--- src/rtl/poly_synth.sv ---
// ---------------------------------------------------------------------------
// poly_synth
//   Time-multiplexed polyphonic DDS synthesizer. A table of VOICES voices
//   (active, key, phase increment, phase) is swept once per output sample:
//   each active voice contributes one waveform sample derived from the top
//   WIDTH bits of its phase, and the sum is scaled down by VOICES.
//
// Parameters
//   VOICES      number of voices (power of two, >= 2)
//   PHASE_BITS  phase accumulator width (>= WIDTH)
//   WIDTH       signed sample width
//   KEY_BITS    note key width
//
// Ports
//   clk_in           system clock, rising edge
//   n_rst_in         asynchronous active-low reset
//   sample_tick_in   one-cycle pulse at the output sample rate
//   cmd_valid_in     note command valid
//   cmd_ready_out    high while idle; command taken when valid && ready
//   cmd_on_in        1 = note-on, 0 = note-off
//   cmd_key_in       note key
//   cmd_incr_in      phase increment (note-on only)
//   wave_in          0 saw, 1 square, 2 triangle, 3 mute
//   synth_out        signed mixed sample, held between updates
//   synth_valid_out  one-cycle pulse when synth_out updates
//   active_out       per-voice active flags
//   overrun_out      one-cycle pulse after a tick arrived while busy
// ---------------------------------------------------------------------------
module poly_synth #(
    parameter int VOICES     = 4,
    parameter int PHASE_BITS = 24,
    parameter int WIDTH      = 16,
    parameter int KEY_BITS   = 7
) (
    input  logic                      clk_in,
    input  logic                      n_rst_in,
    input  logic                      sample_tick_in,
    input  logic                      cmd_valid_in,
    output logic                      cmd_ready_out,
    input  logic                      cmd_on_in,
    input  logic [KEY_BITS-1:0]       cmd_key_in,
    input  logic [PHASE_BITS-1:0]     cmd_incr_in,
    input  logic [1:0]                wave_in,
    output logic signed [WIDTH-1:0]   synth_out,
    output logic                      synth_valid_out,
    output logic [VOICES-1:0]         active_out,
    output logic                      overrun_out
);

    localparam int VB    = $clog2(VOICES);
    localparam int ACC_W = WIDTH + VB;

    typedef enum logic [1:0] {
        IDLE,
        ACCUM,
        DONE
    } state_t;

    state_t                   state;
    logic [VB-1:0]            idx;
    logic [VB-1:0]            steal_ptr;
    logic [1:0]               wave_sel;
    logic signed [ACC_W-1:0]  acc;

    // Voice table
    logic [VOICES-1:0]        active;
    logic [KEY_BITS-1:0]      key   [VOICES];
    logic [PHASE_BITS-1:0]    incr  [VOICES];
    logic [PHASE_BITS-1:0]    phase [VOICES];

    // Command decode
    logic                     accept;
    logic                     hit;
    logic [VB-1:0]            hit_idx;
    logic                     free;
    logic [VB-1:0]            free_idx;
    logic [VB-1:0]            on_idx;
    logic [VOICES-1:0]        off_mask;

    // Waveform generation for the voice currently being visited
    logic [WIDTH-1:0]         p;
    logic [WIDTH-2:0]         t;
    logic signed [WIDTH-1:0]  wave_val;

    assign cmd_ready_out = (state == IDLE);
    assign accept        = cmd_valid_in && cmd_ready_out;
    assign active_out    = active;

    // Lowest-index active key match and lowest-index free voice.
    always_comb begin
        hit      = 1'b0;
        hit_idx  = '0;
        free     = 1'b0;
        free_idx = '0;
        off_mask = '0;
        for (int unsigned i = 0; i < VOICES; i++) begin
            if (!hit && active[i] && (key[i] == cmd_key_in)) begin
                hit     = 1'b1;
                hit_idx = VB'(i);
            end
            if (!free && !active[i]) begin
                free     = 1'b1;
                free_idx = VB'(i);
            end
            off_mask[i] = (key[i] == cmd_key_in);
        end
    end

    // Retrigger beats allocation, allocation beats stealing.
    always_comb begin
        on_idx = steal_ptr;
        if (hit) begin
            on_idx = hit_idx;
        end else if (free) begin
            on_idx = free_idx;
        end
    end

    // Subtracting 2^(WIDTH-1) from an unsigned WIDTH-bit value is the same
    // as inverting its MSB and reading it as signed.
    always_comb begin
        p        = phase[idx][PHASE_BITS-1 -: WIDTH];
        t        = p[WIDTH-1] ? ~p[WIDTH-2:0] : p[WIDTH-2:0];
        wave_val = '0;
        case (wave_sel)
            2'd0:    wave_val = {~p[WIDTH-1], p[WIDTH-2:0]};
            2'd1:    wave_val = p[WIDTH-1] ? {1'b1, {(WIDTH-1){1'b0}}}
                                           : {1'b0, {(WIDTH-1){1'b1}}};
            2'd2:    wave_val = {~t[WIDTH-2], t[WIDTH-3:0], 1'b0};
            default: wave_val = '0;
        endcase
    end

    always_ff @(posedge clk_in or negedge n_rst_in) begin
        if (!n_rst_in) begin
            state           <= IDLE;
            idx             <= '0;
            steal_ptr       <= '0;
            wave_sel        <= '0;
            acc             <= '0;
            synth_out       <= '0;
            synth_valid_out <= 1'b0;
            overrun_out     <= 1'b0;
            active          <= '0;
            for (int unsigned i = 0; i < VOICES; i++) begin
                key[i]   <= '0;
                incr[i]  <= '0;
                phase[i] <= '0;
            end
        end else begin
            synth_valid_out <= 1'b0;
            overrun_out     <= sample_tick_in && (state != IDLE);

            // Commands are only taken in IDLE, so they never collide with
            // the phase updates made during ACCUM.
            if (accept) begin
                if (cmd_on_in) begin
                    active[on_idx] <= 1'b1;
                    key[on_idx]    <= cmd_key_in;
                    incr[on_idx]   <= cmd_incr_in;
                    phase[on_idx]  <= '0;
                    if (!hit && !free) begin
                        steal_ptr <= steal_ptr + 1'b1;
                    end
                end else begin
                    active <= active & ~off_mask;
                end
            end

            case (state)
                IDLE: begin
                    if (sample_tick_in) begin
                        wave_sel <= wave_in;
                        acc      <= '0;
                        idx      <= '0;
                        state    <= ACCUM;
                    end
                end
                ACCUM: begin
                    if (active[idx]) begin
                        acc        <= acc + {{VB{wave_val[WIDTH-1]}}, wave_val};
                        phase[idx] <= phase[idx] + incr[idx];
                    end
                    idx <= idx + 1'b1;
                    if (idx == VB'(VOICES - 1)) begin
                        state <= DONE;
                    end
                end
                DONE: begin
                    synth_out       <= WIDTH'(acc >>> VB);
                    synth_valid_out <= 1'b1;
                    state           <= IDLE;
                end
                default: state <= IDLE;
            endcase
        end
    end

endmodule
--- config.mk ---
export PLATFORM = sky130hd
export DESIGN_NAME = poly_synth
export DESIGN_NICKNAME = d
export VERILOG_FILES = /design/src/rtl/poly_synth.sv
export SDC_FILE = /design/constraint.sdc
export NUM_CORES = 1
export LEC_CHECK = 0
export BUFFER_PORTS_ARGS = -buffer_cell sky130_fd_sc_hd__buf_2
export CAP_MARGIN = 20
export CORE_AREA = 2 2 150 152
export CTS_BUF_LIST = sky130_fd_sc_hd__clkbuf_4 sky130_fd_sc_hd__clkbuf_8
export CTS_CLUSTER_DIAMETER = 200
export DETAILED_ROUTE_END_ITERATION = 6
export DIE_AREA = 0 0 152 154
export PLACE_DENSITY = 0.79
export RECOVER_POWER = 100
export SETUP_SLACK_MARGIN = 0.15
export SYNTH_ARGS = -nofsm -noshare
export SYNTH_HDL_FRONTEND = slang
export SYNTH_SLANG_ARGS = --single-unit
--- constraint.sdc ---
create_clock -name clk_in -period 7.62 [get_ports clk_in]
set_input_delay 1.524 -clock clk_in [delete_from_list [all_inputs] [get_ports clk_in]]
set_output_delay 1.524 -clock clk_in [all_outputs]
set_load 0.01 [all_outputs]
==> reports/metrics.cfg <==
[run_status]
outcome=finished with violations
violations=max-capacitance violations, max-slew violations

[synthesis]
ys_async_sr_fraction_pct=100
synthCells=1189
yosys_warnings=0
ys_seq_elements=268
yosysSeqAreaShare_pct=48.1
synth-edff-count=0
yosys_most_used_dff=dfrtp_1
synth_cell_types=65
avgSynthCellArea_sq_um=11.7
syn_nets=1273
syn-cell-area_sq_um=13900

[grt]
antenna_found_initial=0
grt_overflow=0
grt_max_degree=153
grt_use_total_pct=26.2
grt_pass1_vias=9954
grt_pass1_wl_microns=50200

[clocking]
clockBufferDepth=3
hold_buffers=0
h-tree-depth=2
cts_buffers=46
post_cts_resize_count=0
insertion_delay_ps=570
cts_tree=built
clock_sinks=268
cts_setup_buffers=0
clockRootBuffer=clkbuf_8
clk_pin_slew_worst_paths_ps=60

[cells_and_area]
drive_above_1_share_pct=23.4
fin_util_pct=70.5
nFillCells=1544
antenna_cells=0
seq_area_sq_um=6710
area_growth_pct=9.64
multiInputGateArea_sq_um=6790
nNetsFinal=1318

[die]
ios=61
die_h_microns=154
dieArea_sq_um=23400
row_count=54
coreArea_sq_um=21700
start_util_pct=64.3
die_w_microns=152

[routing]
vias_per_cell=6.27
wl_met2_microns=14800
drc=0
first_iter_violations=646
wl_per_cell_microns=19.5
dr.pass1.iters=5
wl_met1_microns=12700
wl_met3_microns=1580
antenna_left=0
route.top_layer_used=met4
vias=9705
routed_wl_microns=30200

[placed_design]
dp_slack_ps=3040
port_buffers=60
place_hpwl_microns=18800
gp_congestion=0.902

[sta]
timing.fmax_mhz=172
period_needed_ps=5810
finalHoldViolations=0
grt_setup_unrepaired=false
fin_crit_sh_pct=76.2
worstMarginPinSlew_ps=3680
maxSlewHeadroom_pct=-145
slew_viol_final=313
finalSetupViolCount=0
finClkSkew_ps=22.0
setup_slack_ps=1810
finalSetupTns_ps=0

[setup_path]
crit_type=in2reg
worstPathMaxFanout=45
worstSetupEndpointType=register
worstPathRequired_ps=8050
cp-start-kind=input port
worstPathArrival_ps=6240

[min_path]
min_path_type=reg2reg

[job]
drv_cap=5

## per-layer routing
| metal | up-vias | track usage, % |
|---|---|---|
| met2 | 309 | 43.6 |
| met3 | 88 | 4.06 |
| met5 | - | 0 |
| met1 | 4851 | 34.9 |
| li1 | 4457 | - |
| met4 | 0 | 10.9 |
## metrics by stage
stage | cell area [sq um] | hold slack (ps) | cells
3_3_place_gp | 14400 | 458 | 1465
3_5_place_dp | 14400 | 464 | 1465
6_report | 15300 | 471 | 1547
5_1_grt | 15300 | 495 | 1547
4_1_cts | 15400 | 476 | 1546
2_1_floorplan | 13900 | 436 | 1189
## critical path: stages
cell and delay (ps):
clkbuf_1 340, xor2_1 120, nor4_1 500, nand3_1 200, o211a_1 160, nor2_1 170
and2_0 670, clkbuf_1 2040, mux2_2 470
## layout make-up
| type | count | share of cell area (%) |
|---|---|---|
| inverters | 17 | 0.417 |
| well taps | 280 | 2.29 |
| repair buffers | 72 | 2.27 |
| clock inverters | 6 | 0.540 |
| multi-input cells | 829 | 44.4 |
| flip-flops and latches | 268 | 43.9 |
| clock buffers | 75 | 6.22 |
## cells by family (layout without fill, tap and decap cells)
group | count (synthesis) | count (layout) | share of synthesized area, %
DFF | 268 | 268 | 48.1
and+or+nand+nor | 253 | 253 | 8.54
xor gates and xnor gates | 78 | 78 | 4.90
AOI/OAI and AO/OA | 259 | 259 | 11.7
muxes | 193 | 193 | 19.5
buffers and inverters | 92 | 170 | 3.07
adders and majority gates | 46 | 46 | 4.23
## sequential cells by signal, indices dropped and copies added (netlist names), 4 cells and up
| name | flops |
|---|---|
| phase | 96 |
| active_out | 4 |
| synth_out | 16 |
| acc | 18 |
| incr | 96 |
| key | 28 |
## cells in the final DEF (no fill, tap or decap), types with 5 or more instances in the layout
cell type	synthesis	final
a211oi_1	4	5
a21o_1	17	17
a21oi_1	37	37
and3_1	14	14
buf_2	21	34
buf_4	11	6
clkbuf_1	34	30
clkbuf_4	0	13
clkbuf_8	0	62
dfrtp_1	268	267
ha_1	44	44
inv_1	17	17
mux2_1	28	29
mux2_2	114	113
mux4_2	49	49
nand2_1	128	128
nand2b_1	10	10
nand3_1	40	40
nor2_1	14	16
nor2b_1	5	5
nor3_1	10	10
nor4_1	8	8
o21ai_0	89	95
o21bai_1	5	5
o22ai_1	58	58
o2bb2ai_1	10	10
or3_1	5	5
xnor2_1	31	31
xor2_1	47	47
## final timing paths
check	depth (start not counted)	endpoint	slack (ps)	startpoint
min	1	acc[17]$_DFFE_PN0P_	470	acc[17]$_DFFE_PN0P_
min reg2reg	1	acc[17]$_DFFE_PN0P_	470	acc[17]$_DFFE_PN0P_
max	9	incr[35]$_DFFE_PN0P_	1810	cmd_key_in[6]
max reg2reg	13	phase[46]$_DFF_PN0_	1890	idx[0]$_DFFE_PN0P_
max in group asynchronous	2	phase[27]$_DFF_PN0_	2530	n_rst_in
min in group asynchronous	1	synth_out[15]$_DFFE_PN0P_	1020	n_rst_in
## synth_stat cells (all sizes together) (3+ instances only)
master / number / area, sq um
a31oi: 4 / 25.0
ha: 44 / 551
a211oi: 5 / 42.5
nor2b: 5 / 31.3
o2bb2ai: 10 / 87.6
nand2: 128 / 480
or3: 6 / 42.5
nand3b: 4 / 30.0
o21a: 3 / 22.5
clkbuf: 34 / 128
mux2: 142 / 1600
o31ai: 4 / 30.0
a21o: 18 / 136
xnor2: 31 / 272
o21ai: 97 / 497
a21oi: 37 / 185
mux4: 49 / 1100
nor4: 8 / 50.1
nand2b: 10 / 62.6
and3: 14 / 87.6
buf: 41 / 236
xor2: 47 / 412
nor2: 16 / 70.1
and2: 4 / 26.3
nor3: 11 / 60.1
o22ai: 58 / 363
nand3: 40 / 200
dfrtp: 268 / 6710
o21bai: 5 / 37.5
inv: 17 / 63.8
Power is left out: the tool's default activity adds up to more than one toggle a clock period on the data nets, which glitch-free logic cannot reach.
